### config.mk
export PLATFORM = sky130hd
export DESIGN_NAME = acl_cmd_arbiter_flat
export DESIGN_NICKNAME = d
export VERILOG_FILES = /design/src/rtl/acl_cmd_arbiter_if.sv /design/src/rtl/acl_cmd_arbiter.sv /design/src/flat_wrapper.sv
export SDC_FILE = /design/constraint.sdc
export NUM_CORES = 1
export LEC_CHECK = 0
export ABC_AREA = 0
export BUFFER_PORTS_ARGS = -buffer_cell sky130_fd_sc_hd__buf_2
export CORE_MARGIN = 2
export CORE_UTILIZATION = 45
export CTS_CLUSTER_SIZE = 14
export DETAILED_ROUTE_END_ITERATION = 8
export PLACE_DENSITY = 0.73
export SYNTH_ARGS = -nofsm -noshare
export SYNTH_HDL_FRONTEND = slang
export SYNTH_SLANG_ARGS = --single-unit
### constraint.sdc
create_clock -name i_clk_20mhz -period 2.3 [get_ports i_clk_20mhz]
set_input_delay 0.46 -clock i_clk_20mhz [delete_from_list [all_inputs] [get_ports i_clk_20mhz]]
set_output_delay 0.46 -clock i_clk_20mhz [all_outputs]
set_load 0.01 [all_outputs]
### src/rtl/acl_cmd_arbiter_if.sv
// Requester/driver handshake bundle for acl_cmd_arbiter.
// master = requesters + ADXL362 driver side, slave = the arbiter.
interface acl_cmd_arbiter_if;
  logic       i_acl_command_ready;
  logic       i_req_a_valid;
  logic       i_req_b_valid;
  logic [2:0] i_req_a_cmd;
  logic [2:0] i_req_b_cmd;
  logic       o_req_a_done;
  logic       o_req_b_done;
  logic       o_req_a_err;
  logic       o_req_b_err;
  logic       o_acl_cmd_init_measur_mode;
  logic       o_acl_cmd_start_measur_mode;
  logic       o_acl_cmd_init_linked_mode;
  logic       o_acl_cmd_start_linked_mode;
  logic       o_acl_cmd_soft_reset;
  logic       o_grant_b;
  logic       o_busy;
  logic       o_timeout_err;

  modport master (
    output i_acl_command_ready, i_req_a_valid, i_req_b_valid, i_req_a_cmd, i_req_b_cmd,
    input  o_req_a_done, o_req_b_done, o_req_a_err, o_req_b_err,
           o_acl_cmd_init_measur_mode, o_acl_cmd_start_measur_mode,
           o_acl_cmd_init_linked_mode, o_acl_cmd_start_linked_mode,
           o_acl_cmd_soft_reset, o_grant_b, o_busy, o_timeout_err
  );

  modport slave (
    input  i_acl_command_ready, i_req_a_valid, i_req_b_valid, i_req_a_cmd, i_req_b_cmd,
    output o_req_a_done, o_req_b_done, o_req_a_err, o_req_b_err,
           o_acl_cmd_init_measur_mode, o_acl_cmd_start_measur_mode,
           o_acl_cmd_init_linked_mode, o_acl_cmd_start_linked_mode,
           o_acl_cmd_soft_reset, o_grant_b, o_busy, o_timeout_err
  );
endinterface

### src/rtl/acl_cmd_arbiter.sv
// Two-requester arbiter for the ADXL362 driver command port (A = tester, B = console).
// Optional ISSUE/BUSY watchdog enabled by defining ACL_ARB_TIMEOUT_EN.
//
// state | meaning
// IDLE  | waiting for driver ready and a valid request
// ISSUE | strobe for latched cmd high until driver drops ready
// BUSY  | driver executing, waiting for ready to return
// DONE  | one-cycle done/err pulse to the owner
module acl_cmd_arbiter #(
  parameter int unsigned TIMEOUT_CYCLES = 20000,
  parameter int unsigned CNT_W          = 15
) (
  input logic               i_clk_20mhz,
  input logic               i_rstn_20mhz,
  acl_cmd_arbiter_if.slave  bus
);

  typedef enum logic [1:0] {IDLE, ISSUE, BUSY, DONE} state_t;

  state_t     state_q, state_d;
  logic       owner_q, owner_d;
  logic [2:0] cmd_q, cmd_d;
  logic       rr_q, rr_d;
  logic       err_q, err_d;

  logic       sr_a, sr_b;
  logic       pick_b;
  logic [2:0] pick_cmd;
  logic       pick_legal;
  logic       timeout_hit;

  assign sr_a = bus.i_req_a_valid && (bus.i_req_a_cmd == 3'd5);
  assign sr_b = bus.i_req_b_valid && (bus.i_req_b_cmd == 3'd5);

  // Soft reset outranks the round-robin; rr_q names the preferred side on any tie.
  always_comb begin
    pick_b = 1'b0;
    if (sr_a && sr_b)
      pick_b = rr_q;
    else if (sr_a)
      pick_b = 1'b0;
    else if (sr_b)
      pick_b = 1'b1;
    else if (bus.i_req_a_valid && bus.i_req_b_valid)
      pick_b = rr_q;
    else
      pick_b = bus.i_req_b_valid;
  end

  assign pick_cmd   = pick_b ? bus.i_req_b_cmd : bus.i_req_a_cmd;
  assign pick_legal = (pick_cmd >= 3'd1) && (pick_cmd <= 3'd5);

  always_ff @(posedge i_clk_20mhz) begin
    if (!i_rstn_20mhz) begin
      state_q <= IDLE;
      owner_q <= 1'b0;
      cmd_q   <= 3'd0;
      rr_q    <= 1'b0;
      err_q   <= 1'b0;
    end else begin
      state_q <= state_d;
      owner_q <= owner_d;
      cmd_q   <= cmd_d;
      rr_q    <= rr_d;
      err_q   <= err_d;
    end
  end

  always_comb begin
    state_d = state_q;
    owner_d = owner_q;
    cmd_d   = cmd_q;
    rr_d    = rr_q;
    err_d   = err_q;
    case (state_q)
      IDLE: begin
        if (bus.i_acl_command_ready && (bus.i_req_a_valid || bus.i_req_b_valid)) begin
          owner_d = pick_b;
          cmd_d   = pick_cmd;
          rr_d    = ~pick_b;
          err_d   = ~pick_legal;
          state_d = pick_legal ? ISSUE : DONE;
        end
      end
      ISSUE: begin
        if (timeout_hit) begin
          err_d   = 1'b1;
          state_d = DONE;
        end else if (!bus.i_acl_command_ready) begin
          state_d = BUSY;
        end
      end
      BUSY: begin
        if (timeout_hit) begin
          err_d   = 1'b1;
          state_d = DONE;
        end else if (bus.i_acl_command_ready) begin
          state_d = DONE;
        end
      end
      DONE: begin
        err_d   = 1'b0;
        state_d = IDLE;
      end
      default: state_d = IDLE;
    endcase
  end

`ifdef ACL_ARB_TIMEOUT_EN
  localparam logic [CNT_W-1:0] TO_LAST = CNT_W'(TIMEOUT_CYCLES - 1);

  logic [CNT_W-1:0] cnt_q;
  logic             to_err_q;
  logic             in_txn;

  assign in_txn      = (state_q == ISSUE) || (state_q == BUSY);
  assign timeout_hit = in_txn && (cnt_q == TO_LAST);

  // Held at zero outside a transaction so every ISSUE starts from a clean count.
  always_ff @(posedge i_clk_20mhz) begin
    if (!i_rstn_20mhz) begin
      cnt_q    <= '0;
      to_err_q <= 1'b0;
    end else begin
      if (in_txn)
        cnt_q <= cnt_q + 1'b1;
      else
        cnt_q <= '0;
      if (timeout_hit)
        to_err_q <= 1'b1;
    end
  end

  assign bus.o_timeout_err = to_err_q;
`else
  assign timeout_hit       = 1'b0;
  assign bus.o_timeout_err = 1'b0;
`endif

  assign bus.o_acl_cmd_init_measur_mode  = (state_q == ISSUE) && (cmd_q == 3'd1);
  assign bus.o_acl_cmd_start_measur_mode = (state_q == ISSUE) && (cmd_q == 3'd2);
  assign bus.o_acl_cmd_init_linked_mode  = (state_q == ISSUE) && (cmd_q == 3'd3);
  assign bus.o_acl_cmd_start_linked_mode = (state_q == ISSUE) && (cmd_q == 3'd4);
  assign bus.o_acl_cmd_soft_reset        = (state_q == ISSUE) && (cmd_q == 3'd5);

  assign bus.o_req_a_done = (state_q == DONE) && !owner_q;
  assign bus.o_req_b_done = (state_q == DONE) &&  owner_q;
  assign bus.o_req_a_err  = (state_q == DONE) && !owner_q && err_q;
  assign bus.o_req_b_err  = (state_q == DONE) &&  owner_q && err_q;
  assign bus.o_grant_b    = owner_q;
  assign bus.o_busy       = (state_q != IDLE);

endmodule

### src/flat_wrapper.sv
// flat-port wrapper written by rule: the top's interface ports become plain ports
module acl_cmd_arbiter_flat 
#(
  parameter int unsigned TIMEOUT_CYCLES = 20000,
  parameter int unsigned CNT_W          = 15
)
  (i_clk_20mhz, i_rstn_20mhz, bus_i_acl_command_ready, bus_i_req_a_valid, bus_i_req_b_valid, bus_i_req_a_cmd, bus_i_req_b_cmd, bus_o_req_a_done, bus_o_req_b_done, bus_o_req_a_err, bus_o_req_b_err, bus_o_acl_cmd_init_measur_mode, bus_o_acl_cmd_start_measur_mode, bus_o_acl_cmd_init_linked_mode, bus_o_acl_cmd_start_linked_mode, bus_o_acl_cmd_soft_reset, bus_o_grant_b, bus_o_busy, bus_o_timeout_err);
  acl_cmd_arbiter_if bus_i ();
  input logic i_clk_20mhz;
  input logic i_rstn_20mhz;
  input wire logic [$bits(bus_i.i_acl_command_ready)-1:0] bus_i_acl_command_ready;
  input wire logic [$bits(bus_i.i_req_a_valid)-1:0] bus_i_req_a_valid;
  input wire logic [$bits(bus_i.i_req_b_valid)-1:0] bus_i_req_b_valid;
  input wire logic [$bits(bus_i.i_req_a_cmd)-1:0] bus_i_req_a_cmd;
  input wire logic [$bits(bus_i.i_req_b_cmd)-1:0] bus_i_req_b_cmd;
  output wire logic [$bits(bus_i.o_req_a_done)-1:0] bus_o_req_a_done;
  output wire logic [$bits(bus_i.o_req_b_done)-1:0] bus_o_req_b_done;
  output wire logic [$bits(bus_i.o_req_a_err)-1:0] bus_o_req_a_err;
  output wire logic [$bits(bus_i.o_req_b_err)-1:0] bus_o_req_b_err;
  output wire logic [$bits(bus_i.o_acl_cmd_init_measur_mode)-1:0] bus_o_acl_cmd_init_measur_mode;
  output wire logic [$bits(bus_i.o_acl_cmd_start_measur_mode)-1:0] bus_o_acl_cmd_start_measur_mode;
  output wire logic [$bits(bus_i.o_acl_cmd_init_linked_mode)-1:0] bus_o_acl_cmd_init_linked_mode;
  output wire logic [$bits(bus_i.o_acl_cmd_start_linked_mode)-1:0] bus_o_acl_cmd_start_linked_mode;
  output wire logic [$bits(bus_i.o_acl_cmd_soft_reset)-1:0] bus_o_acl_cmd_soft_reset;
  output wire logic [$bits(bus_i.o_grant_b)-1:0] bus_o_grant_b;
  output wire logic [$bits(bus_i.o_busy)-1:0] bus_o_busy;
  output wire logic [$bits(bus_i.o_timeout_err)-1:0] bus_o_timeout_err;
  assign bus_i.i_acl_command_ready = bus_i_acl_command_ready;
  assign bus_i.i_req_a_valid = bus_i_req_a_valid;
  assign bus_i.i_req_b_valid = bus_i_req_b_valid;
  assign bus_i.i_req_a_cmd = bus_i_req_a_cmd;
  assign bus_i.i_req_b_cmd = bus_i_req_b_cmd;
  assign bus_o_req_a_done = bus_i.o_req_a_done;
  assign bus_o_req_b_done = bus_i.o_req_b_done;
  assign bus_o_req_a_err = bus_i.o_req_a_err;
  assign bus_o_req_b_err = bus_i.o_req_b_err;
  assign bus_o_acl_cmd_init_measur_mode = bus_i.o_acl_cmd_init_measur_mode;
  assign bus_o_acl_cmd_start_measur_mode = bus_i.o_acl_cmd_start_measur_mode;
  assign bus_o_acl_cmd_init_linked_mode = bus_i.o_acl_cmd_init_linked_mode;
  assign bus_o_acl_cmd_start_linked_mode = bus_i.o_acl_cmd_start_linked_mode;
  assign bus_o_acl_cmd_soft_reset = bus_i.o_acl_cmd_soft_reset;
  assign bus_o_grant_b = bus_i.o_grant_b;
  assign bus_o_busy = bus_i.o_busy;
  assign bus_o_timeout_err = bus_i.o_timeout_err;
  acl_cmd_arbiter #(.TIMEOUT_CYCLES(TIMEOUT_CYCLES), .CNT_W(CNT_W)) u_core (.i_clk_20mhz(i_clk_20mhz), .i_rstn_20mhz(i_rstn_20mhz), .bus(bus_i));
endmodule
==> results of run 1 <==
## sequential cells by signal (all words and copies together), names as in the netlist
name	count
u_core.rr_q	1
u_core.cmd_q	3
u_core.bus.o_grant_b	1
u_core.state_q	2
u_core.err_q	1
## cell families (layout without fill, tap and decap cells)
family / after synthesis / in the layout / synth area share, %
compound gates: 28 / 28 / 32.5
fa+ha+maj: 4 / 4 / 7.03
buf+inv: 7 / 30 / 4.22
flops: 8 / 8 / 22.5
other cells: 1 / 1 / 0.527
simple gates: 38 / 38 / 33.2
## power by group through the flow
stage / combinational [mW] / clock, mW / sequential (mW)
after detailed placement: 0.345 / 0 / 0.220
after CTS: 0.345 / 0.114 / 0.218
final: 0.345 / 0.109 / 0.217
after global routing: 0.386 / 0.119 / 0.224
after global placement: 0.331 / 0 / 0.215
after floorplan: 0.255 / 0 / 0.210
## stage by stage
stage | power (mW) | cell area (µm²) | hold slack (ns) | util, %
after global placement | 0.546 | 830 | 0.545 | 55.7
after floorplan | 0.466 | 712 | 0.527 | -
after CTS | 0.677 | 852 | 0.507 | 57.2
after global routing | 0.729 | 852 | 0.524 | 57.2
after detailed placement | 0.565 | 830 | 0.562 | 55.7
final | 0.671 | 852 | 0.516 | 57.2
## synthesized netlist by cell type, types with 2 or more instances
master    instances
nand2b_1          3
nor3_1            2
o211a_1           3
o21ai_0           5
inv_1             6
dfxtp_1           8
nor3b_1           2
a21o_1            2
nor2b_1           2
nand2_1           4
ha_1              4
nor2_1           10
a21oi_1           3
nor4bb_1          2
a31oi_1           2
and2_1            2
## worst max-delay path by stage
stage | endpoint | cells past startpoint | slack (ns)
after floorplan | bus_o_acl_cmd_init_measur_mode | 3 | 0.79
after global placement | u_core.cmd_q[0] | 6 | 0.71
after detailed placement | u_core.state_q[1] | 6 | 0.67
after CTS | bus_o_acl_cmd_init_measur_mode | 4 | 0.43
after global routing | bus_o_acl_cmd_init_measur_mode | 4 | 0.33
final | bus_o_acl_cmd_init_measur_mode | 4 | 0.45
## per-layer routing
layer / global-route usage (%) / part of all wire, % / vias to the layer above / wire length (µm)
met1: 23.5 / 44 / 308 / 713
met3: 6.25 / 8.2 / 2 / 132
met2: 32.1 / 46 / 33 / 743
li1: - / - / 367 / -
met5: 0 / 0 / - / 0
met4: 5.45 / 0.81 / 0 / 13
## layout make-up
type                    count  area, µm²  share of cell area, %
multi-input cells          71        522                   61.2
flip-flops and latches      8        160                   18.8
repair buffers             21        105                   12.3
clock buffers               3       22.5                   2.64
inverters                   6       22.5                   2.64
well taps                  16       20.0                   2.35
==> results.txt, run 1 <==
----------------------------------------------------
[Power and ir drop]
  Sw frac ... roughly two fifths
  Maximum vdd drop ... 482 µV
  Switching Power ... 275 µW
  Proportion of power drawn by combinational gates ... between 50% and 60%
  Power Dens Cells ... 787 nW/µm²
  Cell leakage power ... about 0.44 nW
  Power share of the clock group ... between 15 and 20%
  Power share of the sequential group ... about a third
  Cell-internal power ... 395 µW

[Die]
  Top-level I/O count ... 23
  Die Outline Area ... 1920 µm²
  Number of rows created at floorplan ... 14
  Core area ... approximately 1500 µm²
  Horizontal die dimension ... about 44 µm
  Die height ... 43.8 µm
  Initial standard-cell utilization of the core ... 47.8%

[Layout]
  Fill cell count ... roughly 140
  Signed area change from the synthesized netlist to the final layout ... 19.7%
  Non-filler cells in the finished layout ... ~130
  Commonest non-fill, non-tap cell in the layout ... buf_2
  NumNets Final ... about 130
  Diodes inserted ... 0
  Commonest non-fill, non-tap cells in the layout ... 21 x buf_2, 10 x nor2_1, 8 x dfxtp_1
  Ratio of cells with drive above 1 in the final layout ... 31.2%

[Worst setup path]
  Setup crit end kind ... output pin
  Cell-by-cell trace of the critical path ... inv_1 -> ha_1 -> nor4bb_1 -> buf_2
  Required time reported for the critical path endpoint ... roughly 1.8 ns
  Critical path buffer and inverter count ... 2
  Crit path largest cell delay ... ~0.35 ns
  FF-to-FF setup slack ... approximately 0.66 ns
  Reg2Reg Depth ... 6
  Worst R2R Start ... u_core.state_q[1]
  Data arrival time of the worst path ... around 1.4 ns
  CP Launch Type ... flop
  Worst-path maximum fanout ... 6
  Dominant delay contributor by cell family on the critical path ... flip-flops
  Max stage delay cell, worst path ... dfxtp_1
  Worst setup path class ... flop to output pin
  Timing startpoint of the critical path ... u_core.state_q[1]
  Endpoint of the most critical register-to-register path ... u_core.state_q[1]

[Placed design]
  Count of port buffers added during placement ... 21
  Number of instances in the placed design ... between 100 and 150
  Final weighted congestion of routability-driven global placement ... around 0.77
  Dpl ws ... 0.673 ns
  Placed wire-length estimate after detailed placement ... 1280 µm

[Routing]
  First-pass iteration count of the detailed router ... 4
  First-iteration detailed-routing DRC count ... 7
  Residual antenna-violating net count after detailed routing ... 0
  Routed vias ... slightly above 700
  DRC violations left ... 0
  Avg Vias per Cell ... 5.68
  Wire length reported by the detailed router ... around 1600 µm
  Routed length per instance ... roughly 13 µm

[Job]
  Count of max-cap constraint violations ... 0

[Yosys]
  Top FF cell, synth ... dfxtp_1
  Mean area per synthesized cell ... between 8 and 9 µm²
  Largest area contributor in the synthesized netlist ... dfxtp_1
  Synth Warn # ... 0
  Post-synth EDFFs ... 0
  Ys async rst share ... 0%
  Post-Syn Area ... a little over 700 µm²
  Cells taking the most area after synthesis ... dfxtp_1 22%, ha_1 7.0%, nor2_1 5.3%, o211a_1 4.2%, o21ai_0 3.5%
  Unique cell type count in the Yosys netlist ... 42
  Post-Synthesis Cells ... between 80 and 90
  Synthesis-stage register bit count ... 8
  Net Count, Synth ... around 100
  Fraction of synthesized cell area taken by the top area cell type ... between 20% and 30%
  Portion of the post-synthesis area used by sequential elements ... between 20 and 25%

[GRT]
  Final global-route overflow total ... 0
  Global router's overall resource usage ... 19.2%
  Global-route wire length before repair ... about 2800 µm
  Number of global-route vias before repair ... around 650
  Antenna violations before repair ... 0
  Pin count of the biggest net entering global routing ... 9

[Clock tree]
  Clock network latency to the later pin of the worst-skew pair ... ~0.26 ns
  Number of levels the H-tree was split into ... 1
  Number of clock sinks seen by CTS ... 8
  Clock buffer count from CTS ... 3
  Post-CTS Hold Buffers ... 0
  Maximum count of clock buffers along a single path ... 2
  Number of instances resized during post-cts repair ... 0
  CTS tree ... yes
  Post-CTS Setup Repair Bufs ... 0
  Clock Root Buffer ... clkbuf_4
  Clock transition at the register clock pins on the worst setup and hold paths after CTS ... 0.06 ns

[Timing]
  Final Critical Period ... around 1.8 ns
  Highest attainable clock frequency ... between 500 and 600 MHz
  Final Cycle Share ... between 80% and 90%
  Post-Route Setup TNS ... 0 ns
  Finish-stage setup viols ... 0
  Final Hold Fails ... 0
  Post-Route Skew ... 0.00417 ns
  RSZ-0062 raised after global routing ... no
  Smallest setup slack after layout ... approximately 0.45 ns
  Max-slew violation count ... 0

[Hold path]
  Endpoint, Worst Hold ... u_core.rr_q
  Critical hold path startpoint ... i_rstn_20mhz
  Worst Hold Path Cells ... 2
  Hold/Removal Path Class ... primary input to flop

[Run status]
  Outcome ... completed

----------------------------------------------------
(Power assumes the default switching activity.)
==> inputs of run 2 (changes only) <==
--- a/config.mk
+++ b/config.mk
@@ -8,10 +8,10 @@
 export ABC_AREA = 0
 export BUFFER_PORTS_ARGS = -buffer_cell sky130_fd_sc_hd__buf_2
 export CORE_MARGIN = 2
-export CORE_UTILIZATION = 45
+export CORE_UTILIZATION = 44
 export CTS_CLUSTER_SIZE = 14
 export DETAILED_ROUTE_END_ITERATION = 8
-export PLACE_DENSITY = 0.73
+export PLACE_DENSITY = 0.75
 export SYNTH_ARGS = -nofsm -noshare
 export SYNTH_HDL_FRONTEND = slang
 export SYNTH_SLANG_ARGS = --single-unit
==> constraint.sdc (replaced) <==
create_clock -name i_clk_20mhz -period 1.65 [get_ports i_clk_20mhz]
set_input_delay 0.33 -clock i_clk_20mhz [delete_from_list [all_inputs] [get_ports i_clk_20mhz]]
set_output_delay 0.33 -clock i_clk_20mhz [all_outputs]
set_load 0.01 [all_outputs]
==> run 2 against run 1 <==
Clock-buffer cell count stayed put; highest routed layer unchanged; sequential power grew 49%; worst setup slack lost 0.39 ns; cell count increased by 0.80%; sequential share of layout area down 0.76 points; register-to-register slack worse by 0.52 ns; total power rose by 53%; global-route usage fell by 1.0 points; hold slack lost 0.15 ns.
==> results.txt, run 2 (same netlist as run 1, synthesis figures left out) <==
----------------------------------------------------
[Worst setup path]
  Critical path buffer and inverter count ... 2 (unchanged)
  Reg2Reg Depth ... 7 (was 6)
  CP Launch Type ... flop (unchanged)
  Setup crit end kind ... output pin (unchanged)
  Timing startpoint of the critical path ... u_core.state_q[1] (unchanged)
  Last element of the critical path ... bus_o_acl_cmd_init_measur_mode (unchanged)
  Worst-path maximum fanout ... 5 (was 6)
  FF-to-FF setup slack ... 0.14 ns (was 0.66 ns)
  Dominant delay contributor by cell family on the critical path ... flip-flops (unchanged)
  Data arrival time of the worst path ... 1.25 ns (was 1.39 ns)
  Cell-by-cell trace of the critical path ... inv_2 -> ha_4 -> nor4bb_2 -> buf_2 (was inv_1 -> ha_1 -> nor4bb_1 -> buf_2)
  Required time reported for the critical path endpoint ... 1.32 ns (was 1.84 ns)
  Worst setup path class ... flop to output pin (unchanged)
  Endpoint of the most critical register-to-register path ... u_core.cmd_q[0] (was u_core.state_q[1])
  Worst R2R Start ... u_core.state_q[0] (was u_core.state_q[1])
  Max stage delay cell, worst path ... dfxtp_2 (was dfxtp_1)
  Crit path largest cell delay ... 0.34 ns (was 0.35 ns)
  Number of cells on the critical path ... 4 (unchanged)

[Power and ir drop]
  Switching Power ... 416 µW (was 275 µW)
  Overall power ... 1.03 mW (was 671 µW)
  Power share of the clock group ... 14.7% (was 16.2%)
  Power share of the sequential group ... 31.5% (was 32.4%)
  Power Dens Cells ... 1120 nW/µm² (was 787 nW/µm²)
  Cell-internal power ... 611 µW (was 395 µW)
  Cell leakage power ... 0.454 nW (was 0.444 nW)
  Maximum vdd drop ... 628 µV (was 482 µV)
  Proportion of power drawn by combinational gates ... 53.8% (was 51.4%)
  Sw frac ... 40.5% (was 41.1%)

[Clock tree]
  Clock network latency to the later pin of the worst-skew pair ... 0.26 ns (about the same)
  Number of levels the H-tree was split into ... 1 (unchanged)
  Maximum count of clock buffers along a single path ... 2 (unchanged)
  Clock Root Buffer ... clkbuf_4 (unchanged)
  Clock transition at the register clock pins on the worst setup and hold paths after CTS ... 0.05 ns (was 0.06 ns)
  Number of clock sinks seen by CTS ... 8 (unchanged)
  Clock buffer count from CTS ... 3 (unchanged)
  CTS tree ... yes (unchanged)
  Post-CTS Hold Buffers ... 0 (unchanged)

[Run status]
  Outcome ... completed (unchanged)

[Routing]
  Met2 Routed Length ... 803 µm (was 743 µm)
  Wire length reported by the detailed router ... 1670 µm (was 1600 µm)
  Routed metal-1 wirelength ... 722 µm (was 713 µm)
  Routed length per instance ... 13.3 µm (was 12.8 µm)
  Residual antenna-violating net count after detailed routing ... 0 (unchanged)
  First-iteration detailed-routing DRC count ... 10 (was 7)
  Avg Vias per Cell ... 5.83 (was 5.68)
  Routed vias ... 735 (was 710)
  First-pass iteration count of the detailed router ... 4 (unchanged)
  Met3 routed WL ... 135 µm (was 132 µm)
  DR top layer ... met4 (unchanged)
  DRC violations left ... 0 (unchanged)

[GRT]
  Number of global-route vias before repair ... 619 (was 648)
  Pin count of the biggest net entering global routing ... 9 (unchanged)
  Antenna violations before repair ... 0 (unchanged)
  Global router's overall resource usage ... 18.2% (was 19.2%)
  Global-route wire length before repair ... 2670 µm (was 2750 µm)
  Final global-route overflow total ... 0 (unchanged)

[Timing]
  Worst hold margin ... 0.371 ns (was 0.516 ns)
  Final Cycle Share ... between 90 and 100%
  Highest attainable clock frequency ... 632 MHz
  Max-slew violation count ... 0 (unchanged)
  Finish-stage setup viols ... 0 (unchanged)
  Final Critical Period ... between 1.5 and 2 ns
  Post-Route Skew ... 0.00431 ns (was 0.00417 ns)
  Final Hold Fails ... 0 (unchanged)

[Layout]
  Ratio of cells with drive above 1 in the final layout ... 40.9% (was 31.2%)
  Commonest non-fill, non-tap cell in the layout ... buf_2 (unchanged)
  Max reg flops ... 3 (unchanged)
  Diodes inserted ... 0 (unchanged)
  NumNets Final ... 127 (was 126)
  Reg with most FFs ... u_core.cmd_q (unchanged)
  Signed area change from the synthesized netlist to the final layout ... 28.6% (was 19.7%)
  Registers with the most flip-flops ... u_core.cmd_q x3, u_core.state_q x2 (unchanged)
  Final cell utilization of the core ... 60.8% (was 57.2%)
  Fill cell count ... 139 (was 141)
  Commonest non-fill, non-tap cells in the layout ... 21 x buf_2, 10 x nor2_1, 6 x dfxtp_1 (was 21 x buf_2, 10 x nor2_1, 8 x dfxtp_1)

[Job]
  Count of max-cap constraint violations ... 0 (unchanged)

[Die]
  Core area ... 1510 µm² (was 1490 µm²)
  Number of rows created at floorplan ... 14 (unchanged)
  Horizontal die dimension ... 44.2 µm (was 43.8 µm)
  Initial standard-cell utilization of the core ... 47.3% (was 47.8%)
  Die height ... 44.2 µm (was 43.8 µm)
  Die Outline Area ... 1960 µm² (was 1920 µm²)
  Top-level I/O count ... 23 (unchanged)

[Hold path]
  Hold/Removal Path Class ... primary input to flop (unchanged)

[Placed design]
  Placed wire-length estimate after detailed placement ... 1260 µm (was 1280 µm)
  Final weighted congestion of routability-driven global placement ... 0.804 (was 0.768)
  Count of port buffers added during placement ... 21 (unchanged)

----------------------------------------------------
run 2: area by class of cell:
cell class | count | area, µm² | share of cell area [%]
well taps | 16 | 20.0 | 2.19
inverters | 6 | 22.5 | 2.46
multi-input cells | 71 | 573 | 62.6
flip-flops and latches | 8 | 165 | 18.0
clock buffers | 3 | 22.5 | 2.46
repair buffers | 22 | 113 | 12.3
run 2: power by group through the flow:
stage | Combinational (mW) | Clock, mW | Sequential, mW
6_report | 0.553 | 0.151 | 0.323
5_1_grt | 0.604 | 0.173 | 0.333
3_5_place_dp | 0.472 | 0 | 0.304
4_1_cts | 0.500 | 0.161 | 0.312
3_3_place_gp | 0.462 | 0 | 0.299
2_1_floorplan | 0.356 | 0 | 0.293
run 2: metrics by stage:
stage	cells	cell area [µm²]	TNS [ns]	setup WS, ns
after floorplan	86	712	0	0.195
after global placement	122	830	0	0.137
after detailed placement	122	830	0	0.0505
after CTS	125	872	-0.0126	-0.0126
after global routing	126	916	-0.0260	-0.0260
final	126	916	0	0.0685
run 2: worst min-delay path by stage:
| stage | from | endpoint | slack [ns] | cells past startpoint |
|---|---|---|---|---|
| 5_1_grt | i_rstn_20mhz | u_core.cmd_q[2] | 0.37 | 2 |
| 6_report | i_rstn_20mhz | u_core.cmd_q[2] | 0.37 | 2 |
| 3_3_place_gp | u_core.state_q[0] | u_core.state_q[0] | 0.54 | 1 |
| 2_1_floorplan | i_rstn_20mhz | u_core.rr_q | 0.45 | 1 |
| 4_1_cts | i_rstn_20mhz | u_core.cmd_q[2] | 0.37 | 2 |
| 3_5_place_dp | u_core.state_q[0] | u_core.state_q[0] | 0.56 | 1 |
run 2: timing repair:
action / in CTS / in global routing
pin swaps: 0 / 2
gates resized for setup: 5 / 8
endpoints found under the setup margin: 3 / 6
cloned: 0 / 0
setup buffers: 0 / 1
run 2: routing by layer:
metal / track usage [%] / up-vias
met5: 0 / -
met2: 31.2 / 28
met1: 21.4 / 343
met4: 5.45 / 0
li1: - / 362
met3: 6.12 / 2
